--- config.mk ---
export PLATFORM = sky130hd
export DESIGN_NAME = multi_byte_adder_seq
export DESIGN_NICKNAME = d
export VERILOG_FILES = /design/src/rtl/multi_byte_adder_seq_pkg.sv /design/src/rtl/cla_adder_8bits.sv /design/src/rtl/multi_byte_adder_seq.sv
export SDC_FILE = /design/constraint.sdc
export NUM_CORES = 1
export LEC_CHECK = 0
export CELL_PAD_IN_SITES_DETAIL_PLACEMENT = 0
export CELL_PAD_IN_SITES_GLOBAL_PLACEMENT = 1
export CORE_MARGIN = 4
export CORE_UTILIZATION = 30
export DETAILED_ROUTE_END_ITERATION = 12
export GPL_TIMING_DRIVEN = 0
export HOLD_SLACK_MARGIN = 0.15
export PLACE_DENSITY = 0.61
export RECOVER_POWER = 25
export SLEW_MARGIN = 20
export SYNTH_ARGS = -nofsm -noshare
export SYNTH_HDL_FRONTEND = slang
export SYNTH_SLANG_ARGS = --single-unit
--- constraint.sdc ---
create_clock -name clk -period 2.2 [get_ports clk]
set_input_delay 0.22 -clock clk [delete_from_list [all_inputs] [get_ports clk]]
set_output_delay 0.22 -clock clk [all_outputs]
set_load 0.1 [all_outputs]
--- src/rtl/multi_byte_adder_seq_pkg.sv ---
// Shared definitions for the sequential multi-byte adder.
//   state_t  : FSM encoding (IDLE / RUN / DONE)
//   BYTE_W   : width of one adder slice
//   idx_width: byte-index counter width, never less than one bit
package multi_byte_adder_seq_pkg;

    localparam int BYTE_W = 8;

    typedef enum logic [1:0] {
        IDLE = 2'd0,
        RUN  = 2'd1,
        DONE = 2'd2
    } state_t;

    function automatic int idx_width(input int n_bytes);
        return (n_bytes > 1) ? $clog2(n_bytes) : 1;
    endfunction

endpackage

--- src/rtl/cla_adder_8bits.sv ---
// 8-bit carry-lookahead adder slice.
//   a, b : 8-bit operands
//   cin  : carry in
//   sum  : a + b + cin (low 8 bits)
//   cout : carry out of bit 7
module cla_adder_8bits (
    input  logic [7:0] a,
    input  logic [7:0] b,
    input  logic       cin,
    output logic [7:0] sum,
    output logic       cout
);

    logic [7:0] g;
    logic [7:0] p;
    logic [8:0] c;

    assign g = a & b;
    assign p = a ^ b;

    // Each carry is the flat sum-of-products of generate terms and the
    // propagate chain above them, so no carry depends on a lower carry.
    always_comb begin
        logic acc;
        logic prod;
        c    = '0;
        c[0] = cin;
        for (int i = 0; i < 8; i++) begin
            prod = cin;
            for (int j = 0; j <= i; j++) begin
                prod = prod & p[j];
            end
            acc = prod;
            for (int k = 0; k <= i; k++) begin
                prod = g[k];
                for (int m = k + 1; m <= i; m++) begin
                    prod = prod & p[m];
                end
                acc = acc | prod;
            end
            c[i+1] = acc;
        end
    end

    assign sum  = p ^ c[7:0];
    assign cout = c[8];

endmodule

--- src/rtl/multi_byte_adder_seq.sv ---
// Sequential wide adder: one operand pair per transaction, summed one byte
// per cycle (LSB first) through a single 8-bit CLA slice.
//   clk, rst_n            : clock, async active-low reset
//   in_valid/in_ready     : operand handshake (a, b, cin)
//   out_valid/out_ready   : result handshake (sum, cout, ovf)
//   busy                  : transaction in RUN or DONE
//
// state | meaning
// ------+-----------------------------------------------------------
// IDLE  | ready for a new operand pair
// RUN   | one byte added per cycle, carry held in carry_reg
// DONE  | result presented, waiting for out_ready
module multi_byte_adder_seq
    import multi_byte_adder_seq_pkg::*;
#(
    parameter int N_BYTES = 4
) (
    input  logic                      clk,
    input  logic                      rst_n,
    input  logic                      in_valid,
    output logic                      in_ready,
    input  logic [BYTE_W*N_BYTES-1:0] a,
    input  logic [BYTE_W*N_BYTES-1:0] b,
    input  logic                      cin,
    output logic                      out_valid,
    input  logic                      out_ready,
    output logic [BYTE_W*N_BYTES-1:0] sum,
    output logic                      cout,
    output logic                      ovf,
    output logic                      busy
);

    localparam int W     = BYTE_W * N_BYTES;
    localparam int IDX_W = idx_width(N_BYTES);

    state_t             state;
    state_t             state_nxt;
    logic [W-1:0]       a_sh;
    logic [W-1:0]       b_sh;
    logic [W-1:0]       sum_sh;
    logic [W-1:0]       sum_sh_nxt;
    logic               a_msb;
    logic               b_msb;
    logic               carry_reg;
    logic [IDX_W-1:0]   idx;
    logic [W-1:0]       sum_q;
    logic               cout_q;
    logic               ovf_q;
    logic [BYTE_W-1:0]  byte_sum;
    logic               byte_cout;
    logic               accept;
    logic               last_byte;

    cla_adder_8bits u_slice (
        .a    (a_sh[BYTE_W-1:0]),
        .b    (b_sh[BYTE_W-1:0]),
        .cin  (carry_reg),
        .sum  (byte_sum),
        .cout (byte_cout)
    );

    assign accept     = (state == IDLE) && in_valid;
    assign last_byte  = (idx == IDX_W'(N_BYTES - 1));
    // Shifting through a widened vector keeps this legal for N_BYTES = 1.
    assign sum_sh_nxt = W'({byte_sum, sum_sh} >> BYTE_W);

    always_ff @(posedge clk or negedge rst_n) begin
        if (!rst_n) begin
            state <= IDLE;
        end else begin
            state <= state_nxt;
        end
    end

    always_comb begin
        state_nxt = state;
        case (state)
            IDLE:    if (in_valid)  state_nxt = RUN;
            RUN:     if (last_byte) state_nxt = DONE;
            DONE:    if (out_ready) state_nxt = IDLE;
            default: state_nxt = IDLE;
        endcase
    end

    always_ff @(posedge clk or negedge rst_n) begin
        if (!rst_n) begin
            a_sh      <= '0;
            b_sh      <= '0;
            sum_sh    <= '0;
            a_msb     <= 1'b0;
            b_msb     <= 1'b0;
            carry_reg <= 1'b0;
            idx       <= '0;
            sum_q     <= '0;
            cout_q    <= 1'b0;
            ovf_q     <= 1'b0;
        end else if (accept) begin
            a_sh      <= a;
            b_sh      <= b;
            a_msb     <= a[W-1];
            b_msb     <= b[W-1];
            carry_reg <= cin;
            idx       <= '0;
        end else if (state == RUN) begin
            a_sh      <= a_sh >> BYTE_W;
            b_sh      <= b_sh >> BYTE_W;
            sum_sh    <= sum_sh_nxt;
            carry_reg <= byte_cout;
            idx       <= idx + 1'b1;
            // Result registers load only here so they hold across the
            // next RUN instead of showing the shifting partial sum.
            if (last_byte) begin
                sum_q  <= sum_sh_nxt;
                cout_q <= byte_cout;
                ovf_q  <= (a_msb == b_msb) && (sum_sh_nxt[W-1] != a_msb);
            end
        end
    end

    assign in_ready  = (state == IDLE);
    assign out_valid = (state == DONE);
    assign busy      = (state == RUN) || (state == DONE);
    assign sum       = sum_q;
    assign cout      = cout_q;
    assign ovf       = ovf_q;

endmodule

==> results.ini <==
[sta]
fin_setup_tns_ns=0
relSlewSlack_pct=9.33
clock.fmax_mhz=465
rsz0062_at_grt=yes
slew_viol_final=0
setup_viol=0
period_needed_ns=2.15
holdWs_ns=0.249
finClkSkew_ns=0.00683
fin_crit_sh_pct=97.8
worst_pin_slew_ns=1.36
hold_viol=0
fin_ws_ns=0.0492

[critical_path]
cp_data_arrival_time_ns=1.93
crit_type=reg2out
crit_fanout=2
crit_required_ns=1.98
cp-end-kind=output pin
crit_family=buffers and inverters
crit_buf_inv=1
worst_setup_path_start_kind=register
cp_cell_sequence=clkdlybuf4s50_1
slowest_delay_ns=1.14
cp_slowest_cell=clkdlybuf4s50_1

[route]
drc=0
avgRoutedWirePerCell_um=16.7
ant_nets=0
first_iter_violations=212
routed-via-count=4007
drtPass1Iterations=5
vias_per_cell=4.67
totalWireLength_um=14300

[grt]
grt_overflow=0
grt_usage_pct=13.9
antenna_found_initial=0
grt_pass1_vias=4260
grt_max_degree=100
met3_usage_pct=4.39
grtUsageMet2_pct=21.9
grt_pass1_wl_um=22900
met1_usage_pct=18.2
busiest_layer=met2

[die]
die_w_um=146
die_area_mm2=0.0212
start_util_pct=30.4
core_area_mm2=0.0186
rows=50
pin_count=106
die_y_um=146

[yosys]
ys.warnings.count=0
synth_edf_count=0
synthDistinctLibCells=38
seq_area_frac_synth_pct=56.9
ys_ff_latch=129
synthesis.nets=564
syn_inst=481
syn_area_mm2=0.00568
syn_area_per_cell_um2=11.8
ys_async_sr_fraction_pct=100
synth_ff_type=dfrtp_1

[place]
place_congestion=0.784
hpwl_um=10600
port_buffers=105
post_dp_cell_area_mm2=0.00706
place_ws_ns=-0.291

[clocking]
clock_latency_ns=0.41
htreeDepth=4
cts_sinks=129
cts_buffer_depth=2
clkTransAtPathRegs_ns=0.05
numCtsBuffers=17
tritoncts=yes
clock_tree.root_cell=clkbuf_16

[power_and_ir_drop]
total_leakage_power_nw=3.37
vdd_drop_max_v=0.000724
power.density_mw_per_mm2=1820

[outcome]
outcome=completed

[layout]
drive_above_1_share_pct=18.8
fillers=1792
utilization_pct=41.6
fin_nets=694
area_delta_synth_final_pct=36.5
antenna_cells=0
fin_area_mm2=0.00775

[hold_path]
hold_class=in2async

[flow_run]
max_cap_violations=0

[layout make-up]
| cell class | instances | area [um2] | area share [%] |
|---|---|---|---|
| timing repair buffer | 113 | 1120 | 14.4 |
| multi-input combinational | 317 | 2340 | 30.2 |
| buffer | 28 | 134 | 1.73 |
| clock buffer | 20 | 457 | 5.89 |
| clock inverter | 12 | 163 | 2.10 |
| sequential | 129 | 3230 | 41.7 |
| tap | 234 | 293 | 3.78 |
| inverter | 5 | 18.8 | 0.242 |
[repair_timing]
item,in CTS,in global routing
resized for setup,16,15
hold endpoints to repair,129,0
setup buffers,3,3
pin swaps,2,6
hold buffers,1,0
setup endpoints to repair,87,66
[per-stage QoR]
stage | total power, mW | std cells
global route | 15.0 | 858
detailed placement | 11.2 | 821
CTS | 14.2 | 856
floorplan | 9.33 | 481
global placement | 11.0 | 820
finish | 14.1 | 858
[path summary, 6_finish.rpt]
kind	start	endpoint	slack, ns	cells after the start
max in group asynchronous	rst_n	a_sh[0]	0.30	3
setup / recovery	sum[27]	sum[27]	0.05	1
setup reg to reg	b_sh[0]	ovf	0.06	7
min in group clk	b[3]	b_sh[3]	0.36	3
hold / removal	rst_n	sum[1]	0.25	2
hold reg to reg	sum[8]	sum[8]	0.48	1
[Yosys cell counts (all sizes together) (2+ instances only)]
cell type / count / area, um2
dfrtp: 129 / 3230
nand2: 69 / 259
o21ai: 66 / 330
mux2: 54 / 612
mux2i: 49 / 490
clkbuf: 21 / 78.8
nand2b: 15 / 93.8
nor2: 15 / 58.8
ha: 13 / 163
buf: 9 / 45.0
a21oi: 8 / 40.0
inv: 5 / 18.8
xnor2: 4 / 35.0
a21o: 2 / 16.3
a22o: 2 / 17.5
a31oi: 2 / 18.8
o211ai: 2 / 15.0
o21a: 2 / 15.0
[cell families after synthesis]
kind of cell	share of synthesized area (%)
flops	56.9
simple gates	7.98
mux	19.4
compound gates	9.22
buf+inv	2.51
fa+ha+maj	3.22
xor+xnor	0.772
[routing by layer]
layer / share of wire, % / routed length, um
met1: 46 / 6650
met2: 48 / 6800
met3: 4.6 / 657
met4: 1.4 / 204
met5: 0 / 0
[power by group]
part / switching, mW / internal [mW] / total, mW
clock: 0.987 / 1.94 / 2.93
sequential: 0.741 / 3.53 / 4.27
combinational: 4.46 / 2.46 / 6.93
[layout by cell type, fill, tap and decap left out, types with 2 or more instances in the layout]
master,n
bufinv_16,4
ha_2,2
dlymetal6s2s_1,3
ha_1,10
nor2_2,2
o211ai_1,2
dfrtp_1,129
mux2_1,9
nor2_1,13
mux2_2,44
clkbuf_1,10
clkdlybuf4s50_1,98
clkbuf_16,17
a22o_1,2
nand2b_1,15
clkbuf_2,12
o21ai_0,65
clkinv_2,7
mux2i_1,49
nand2_1,69
a21oi_1,8
clkbuf_8,2
xnor2_1,4
inv_1,5
o21a_1,2
buf_4,8
buf_2,7
(Power assumes the default switching activity.)
